$ cat config.mk
export PLATFORM = sky130hd
export DESIGN_NAME = bin_to_bcd_seq_flat
export DESIGN_NICKNAME = d
export VERILOG_FILES = /design/src/rtl/bin_to_bcd_seq_if.sv /design/src/rtl/bin_to_bcd_seq.sv /design/src/flat_wrapper.sv
export SDC_FILE = /design/constraint.sdc
export NUM_CORES = 1
export LEC_CHECK = 0
export ABC_AREA = 0
export BUFFER_PORTS_ARGS = -buffer_cell sky130_fd_sc_hd__buf_2
export CAP_MARGIN = 5
export CORE_ASPECT_RATIO = 0.8
export CORE_MARGIN = 2
export CORE_UTILIZATION = 55
export CTS_BUF_LIST = sky130_fd_sc_hd__clkbuf_16
export DETAILED_ROUTE_END_ITERATION = 6
export PLACE_DENSITY = 0.78
export SETUP_SLACK_MARGIN = 0.2
export SLEW_MARGIN = 20
export SYNTH_ARGS = -nofsm -noshare
export SYNTH_HDL_FRONTEND = slang
export SYNTH_SLANG_ARGS = --single-unit
$ cat constraint.sdc
create_clock -name clk -period 4.1 [get_ports clk]
set_input_delay 0.41 -clock clk [delete_from_list [all_inputs] [get_ports clk]]
set_output_delay 0.41 -clock clk [all_outputs]
set_load 0.01 [all_outputs]
$ cat src/rtl/bin_to_bcd_seq_if.sv
// Handshake and result bundle for the sequential binary-to-BCD converter.
// The master side requests conversions; the slave side is the converter.
interface bin_to_bcd_seq_if #(
  parameter int WIDTH      = 8,
  parameter int NUM_DIGITS = 3
);
  logic                    start;
  logic [WIDTH-1:0]        bin_in;
  logic                    blank_lz;
  logic                    busy;
  logic                    done;
  logic                    ovf;
  logic [4*NUM_DIGITS-1:0] bcd_out;
  logic [7*NUM_DIGITS-1:0] seg_out;

  modport master (
    output start, bin_in, blank_lz,
    input  busy, done, ovf, bcd_out, seg_out
  );

  modport slave (
    input  start, bin_in, blank_lz,
    output busy, done, ovf, bcd_out, seg_out
  );
endinterface

$ cat src/rtl/bin_to_bcd_seq.sv
// Sequential binary-to-BCD converter (double-dabble, one bit per clock)
// with registered BCD, overflow flag and seven-segment outputs.
// Overflowed values show '-' on every digit; optional leading-zero blanking.
module bin_to_bcd_seq #(
  parameter int WIDTH          = 8,
  parameter int NUM_DIGITS     = 3,
  parameter bit SEG_ACTIVE_LOW = 1'b1
) (
  input  logic             clk,
  input  logic             rst,
  bin_to_bcd_seq_if.slave  bus
);

  // Scratch field: one nibble per digit plus a carry-out bit on top.
  localparam int SW = 4 * NUM_DIGITS + 1;
  localparam int RW = SW + WIDTH;
  localparam int CW = (WIDTH > 1) ? $clog2(WIDTH) : 1;

  function automatic logic [63:0] pow10(input int n);
    logic [63:0] r;
    r = 64'd1;
    for (int i = 0; i < n; i++) r = r * 64'd10;
    return r;
  endfunction

  localparam logic [63:0] LIMIT   = pow10(NUM_DIGITS);
  localparam logic [63:0] MAX_IN  = (64'd1 << WIDTH) - 64'd1;
  // Narrow inputs can never reach 10^NUM_DIGITS; the flag then folds to 0.
  localparam bit          CAN_OVF = (MAX_IN >= LIMIT);

  // Active-high glyphs, bit0 = a ... bit6 = g.
  localparam logic [6:0] GLYPH_BLANK = 7'b0000000;
  localparam logic [6:0] GLYPH_DASH  = 7'b1000000;

  typedef enum logic [1:0] {
    S_IDLE,
    S_CONV,
    S_DONE
  } state_t;

  function automatic logic [6:0] seg_font(input logic [3:0] nib);
    case (nib)
      4'd0:    seg_font = 7'b0111111;
      4'd1:    seg_font = 7'b0000110;
      4'd2:    seg_font = 7'b1011011;
      4'd3:    seg_font = 7'b1001111;
      4'd4:    seg_font = 7'b1100110;
      4'd5:    seg_font = 7'b1101101;
      4'd6:    seg_font = 7'b1111101;
      4'd7:    seg_font = 7'b0000111;
      4'd8:    seg_font = 7'b1111111;
      4'd9:    seg_font = 7'b1101111;
      default: seg_font = GLYPH_DASH;
    endcase
  endfunction

  // Apply the board's drive polarity to an active-high glyph.
  function automatic logic [6:0] seg_pol(input logic [6:0] s);
    return SEG_ACTIVE_LOW ? ~s : s;
  endfunction

  localparam logic [6:0] SEG_OFF = SEG_ACTIVE_LOW ? 7'h7F : 7'h00;

  state_t                  state;
  logic [CW-1:0]           cnt;
  logic [RW-1:0]           sr;
  logic                    ovf_cap;
  logic                    blz_cap;
  logic                    busy_q;
  logic                    done_q;
  logic                    ovf_q;
  logic [4*NUM_DIGITS-1:0] bcd_q;
  logic [7*NUM_DIGITS-1:0] seg_q;

  logic                    ovf_in;
  logic [RW-1:0]           adj;
  logic [RW-1:0]           shifted;
  logic [4*NUM_DIGITS-1:0] digits;
  logic                    carry;
  logic                    ovf_next;
  logic [4*NUM_DIGITS-1:0] bcd_next;
  logic [7*NUM_DIGITS-1:0] seg_next;
  logic                    seen;
  logic [3:0]              nib;

  assign ovf_in = CAN_OVF && (64'(bus.bin_in) >= LIMIT);

  // One double-dabble step: +3 on every scratch nibble >= 5, then shift left.
  always_comb begin
    // NOTE: every always_comb output gets a default first so no path
    // leaves it unassigned, which would otherwise infer a latch.
    adj = sr;
    for (int d = 0; d < NUM_DIGITS; d++) begin
      if (adj[WIDTH+4*d +: 4] >= 4'd5)
        adj[WIDTH+4*d +: 4] = adj[WIDTH+4*d +: 4] + 4'd3;
    end
    shifted = adj << 1;
  end

  assign digits = shifted[WIDTH +: 4*NUM_DIGITS];
  assign carry  = shifted[RW-1];

  // Final-result formatting: overflow dashes, leading-zero blanking, glyphs.
  always_comb begin
    ovf_next = ovf_cap | carry;
    bcd_next = ovf_next ? '1 : digits;
    seg_next = '0;
    seen     = 1'b0;
    nib      = '0;
    for (int d = NUM_DIGITS - 1; d >= 0; d--) begin
      nib  = digits[4*d +: 4];
      seen = seen | (nib != 4'd0);
      if (ovf_next)
        seg_next[7*d +: 7] = seg_pol(GLYPH_DASH);
      else if (blz_cap && !seen && (d != 0))
        seg_next[7*d +: 7] = seg_pol(GLYPH_BLANK);
      else
        seg_next[7*d +: 7] = seg_pol(seg_font(nib));
    end
  end

  // Control FSM with registered handshake and result outputs.
  always_ff @(posedge clk) begin
    // NOTE: sequential state uses non-blocking assignments so every register
    // samples pre-edge values regardless of statement order.
    if (rst) begin
      state   <= S_IDLE;
      cnt     <= '0;
      sr      <= '0;
      ovf_cap <= 1'b0;
      blz_cap <= 1'b0;
      busy_q  <= 1'b0;
      done_q  <= 1'b0;
      ovf_q   <= 1'b0;
      bcd_q   <= '0;
      seg_q   <= {NUM_DIGITS{SEG_OFF}};
    end else begin
      done_q <= 1'b0;
      case (state)
        S_IDLE: begin
          if (bus.start) begin
            sr      <= {{SW{1'b0}}, bus.bin_in};
            ovf_cap <= ovf_in;
            blz_cap <= bus.blank_lz;
            cnt     <= CW'(WIDTH - 1);
            busy_q  <= 1'b1;
            state   <= S_CONV;
          end
        end
        S_CONV: begin
          sr <= shifted;
          if (cnt == '0) begin
            busy_q <= 1'b0;
            done_q <= 1'b1;
            ovf_q  <= ovf_next;
            bcd_q  <= bcd_next;
            seg_q  <= seg_next;
            state  <= S_DONE;
          end else begin
            cnt <= cnt - 1'b1;
          end
        end
        S_DONE:  state <= S_IDLE;
        default: state <= S_IDLE;
      endcase
    end
  end

  assign bus.busy    = busy_q;
  assign bus.done    = done_q;
  assign bus.ovf     = ovf_q;
  assign bus.bcd_out = bcd_q;
  assign bus.seg_out = seg_q;

endmodule

$ cat src/flat_wrapper.sv
// flat-port wrapper written by rule: the top's interface ports become plain ports
module bin_to_bcd_seq_flat 
#(
  parameter int WIDTH          = 8,
  parameter int NUM_DIGITS     = 3,
  parameter bit SEG_ACTIVE_LOW = 1'b1
)
  (clk, rst, bus_start, bus_bin_in, bus_blank_lz, bus_busy, bus_done, bus_ovf, bus_bcd_out, bus_seg_out);
  bin_to_bcd_seq_if #(.WIDTH(WIDTH), .NUM_DIGITS(NUM_DIGITS)) bus_i ();
  input  logic clk;
  input  logic rst;
  input wire logic [$bits(bus_i.start)-1:0] bus_start;
  input wire logic [$bits(bus_i.bin_in)-1:0] bus_bin_in;
  input wire logic [$bits(bus_i.blank_lz)-1:0] bus_blank_lz;
  output wire logic [$bits(bus_i.busy)-1:0] bus_busy;
  output wire logic [$bits(bus_i.done)-1:0] bus_done;
  output wire logic [$bits(bus_i.ovf)-1:0] bus_ovf;
  output wire logic [$bits(bus_i.bcd_out)-1:0] bus_bcd_out;
  output wire logic [$bits(bus_i.seg_out)-1:0] bus_seg_out;
  assign bus_i.start = bus_start;
  assign bus_i.bin_in = bus_bin_in;
  assign bus_i.blank_lz = bus_blank_lz;
  assign bus_busy = bus_i.busy;
  assign bus_done = bus_i.done;
  assign bus_ovf = bus_i.ovf;
  assign bus_bcd_out = bus_i.bcd_out;
  assign bus_seg_out = bus_i.seg_out;
  bin_to_bcd_seq #(.WIDTH(WIDTH), .NUM_DIGITS(NUM_DIGITS), .SEG_ACTIVE_LOW(SEG_ACTIVE_LOW)) u_core (.clk(clk), .rst(rst), .bus(bus_i));
endmodule
==> results.md <==
- PortBufs: 47
- Leakage: 1.51 nW
- Critical Path RT: 4.31 ns
- Vias: 2786
- Number of routed nets with antenna violations: 0
- Routed wire per std cell: 15.7 um
- Final min period: 2.75 ns
- Mapped Cells: 355
- Min-Delay Path Class: input port to flop
- First-pass GRT wire length: 12600 um
- PwrDens: 447 nW/um2
- Hold Startpoint: bus_blank_lz
- Post-cts sizing count: 0
- Comb power frac: 0.135
- Flops & latches, synth: 62
- Total grt overflow: 0
- Synth top area share: 0.402
- Unique masters post-synth: 57
- Antenna violations before repair: 0
- Worst-path maximum fanout: 9
- Avg Synthesized Cell Area: 8.69 um2
- Clock network power share: 0.443
- Clock Latency Late Sink: 0.33 ns
- Via count of the first global-routing pass: 2586
- Reg2Reg Launch Point: u_core.sr[12]$_SDFFE_PP0P_
- Clock Skew: 0.00419 ns
- GRT Resource Usage Total: 0.260
- Worst Path Arrival: 2.96 ns
- Critical path type: flop to flop
- DIE WIDTH: 87.7 um
- Root buf cell: clkbuf_16
- Ports: 48
- 1st-pass router iterations: 5
- Post-synth EDFFs: 0
- Dpl hpwl: 5290 um
- Largest net degree at the start of global routing: 52
- Crit path launch: u_core.sr[12]$_SDFFE_PP0P_
- Number of clock sinks: 62
- Status: complete, no violations
- Syn nets: 381
- TNS Setup: 0 ns
- Unrepaired setup endpoints after global routing: no
- Gp weighted congestion: 0.931
- Final WL: 7540 um
- Final Max Slew Viols: 0
- Design Power: 0.00162 W
- Synth top cells by count: nor2_1, dfxtp_1, a21oi_1, inv_1
- Mapped cell area: 3080 um2
- Area leader, netlist: dfxtp_1
- Fraction of registers with async set/reset: 0
- Iter 0 DRT Violations: 187
- Final worst-path cycle share: 0.672
- Seq/Total Area, Yosys: 0.402
- Nets: 422
- Core Region: 5440 um2
- Final setup fails: 0
- CP endpoint kind: flop
- Worst setup SP type: flop
- NetSw: 0.000419 W
- R2R Setup Slk: 1.35 ns
- Number of max-cap violations: 0
- Area grow syn2layout: 17.8%
- Post-CTS setup buffers: 0
- Initial Util: 0.567
- Die area: 6230 um2
- Flop pwr share: 0.422
- Internal: 0.00120 W
- Post-CTS Hold Buffers: 0
- Placed cell areas: 3350 um2
- Sw Ratio: 0.258
- Design Area, Final: 3630 um2
- Slew @ Worst Pin: 0.892 ns
- H-tree depth: 3
- Number of diodes: 0
- Fraction of layout cells with a size suffix above 1: 0.200
- CTS tree: built
- Final hold violations: 0
- Worst VDD drop: 0.309 mV
- Number of remaining DRC errors: 0
- FP Rows: 24
- Synth area leaders: dfxtp_1, nor2_1, ha_1
- Most common cell in the netlist: nor2_1
- Die span in y: 71.0 um
- Number of CTS-inserted buffers: 9
- Via/cell ratio: 5.82
- Yosys warns: 0
- Relative slew slack: 0.405
- Clock Tree Buf Depth: 2
- Reg clk slew, reported paths: 0.05 ns
- Synth Flop Type: dfxtp_1
- Fmax: 363 MHz
layout by cell type, fill, tap and decap left out, types with 4 or more instances in the layout:
cell type  count
nor3_1        10
nand3_1        4
mux2i_1       12
clkbuf_16      9
o22a_2         4
o21ai_0       11
nor2_1        66
o22ai_1        6
inv_1         17
a22oi_1       11
nand2b_1       8
ha_1          14
nor2b_1        7
a21oi_1       20
dfxtp_1       62
a311oi_1       8
buf_2         47
a211oi_1      13
nand2_1       10
clkinv_1       4
layout make-up:
cell class | instances | area (um2)
multi-input cells | 256 | 1700
repair buffers | 49 | 250
clock inverters | 7 | 55.1
flip-flops and latches | 62 | 1240
well taps | 78 | 97.6
fillers | 453 | 1800
clock buffers | 9 | 225
inverters | 18 | 67.6
registers in the layout (all words and copies together) (netlist names):
signal and flops:
u_core.cnt 3, u_core.bus.busy 1, u_core.bus.seg_out 21, u_core.state 2, u_core.bus.bcd_out 12, u_core.blz_cap 1
u_core.bus.ovf 1, u_core.sr 20, u_core.bus.done 1
path summary, 6_finish.rpt:
kind,end,depth (start not counted)
worst min-delay path,u_core.blz_cap$_SDFFE_PP0P_,3
worst min register to register,u_core.bus.seg_out[15]$_SDFFE_PP1P_,1
worst max-delay path,u_core.bus.seg_out[19]$_SDFFE_PP1P_,10
worst max register to register,u_core.bus.seg_out[19]$_SDFFE_PP1P_,10
power groups by stage:
stage | clock (W) | combinational (W) | sequential [W]
floorplan | 0 | 0.000134 | 0.000708
global placement | 0 | 0.000214 | 0.000695
detailed placement | 0 | 0.000220 | 0.000696
CTS | 0.000724 | 0.000221 | 0.000684
global route | 0.000745 | 0.000248 | 0.000689
finish | 0.000719 | 0.000220 | 0.000685
layer usage:
layer / vias to the layer above / track usage / part of all wire
met5: - / 0 / 0
li1: 1367 / - / -
met4: 0 / 0.0650 / 0.0090
met2: 98 / 0.402 / 0.47
met3: 9 / 0.0828 / 0.064
met1: 1312 / 0.356 / 0.46
metrics by stage:
stage	setup WS, ns	instances	hold slack (ns)	utilization
after CTS	1.38	479	0.358	0.669
final	1.35	479	0.357	0.669
after floorplan	1.88	355	0.437	-
after detailed placement	1.38	463	0.457	0.617
after global placement	1.54	463	0.451	0.617
after global routing	1.07	479	0.391	0.669
critical path, stage by stage, from the launching register on:
cell and delay [ns]:
dfxtp_1 0.39, inv_2 0.14, ha_1 0.32, and2b_1 0.21, nor3_1 0.06, a21oi_1 0.49
inv_1 0.17, ha_1 0.23, o21ai_0 0.23, a21oi_1 0.07, o32a_1 0.32
cell families (layout without fill, tap and decap cells):
logic type,count (synthesis),count (layout),share of synthesized area
muxes,16,16,0.0572
xor gates and xnor gates,3,3,0.00852
and+or+nand+nor,124,124,0.200
adders and majority gates,14,14,0.0568
buffers and inverters,37,83,0.0475
DFF,62,62,0.402
AOI/OAI and AO/OA,99,99,0.228
No activity file was read; power rests on OpenSTA's default activity.
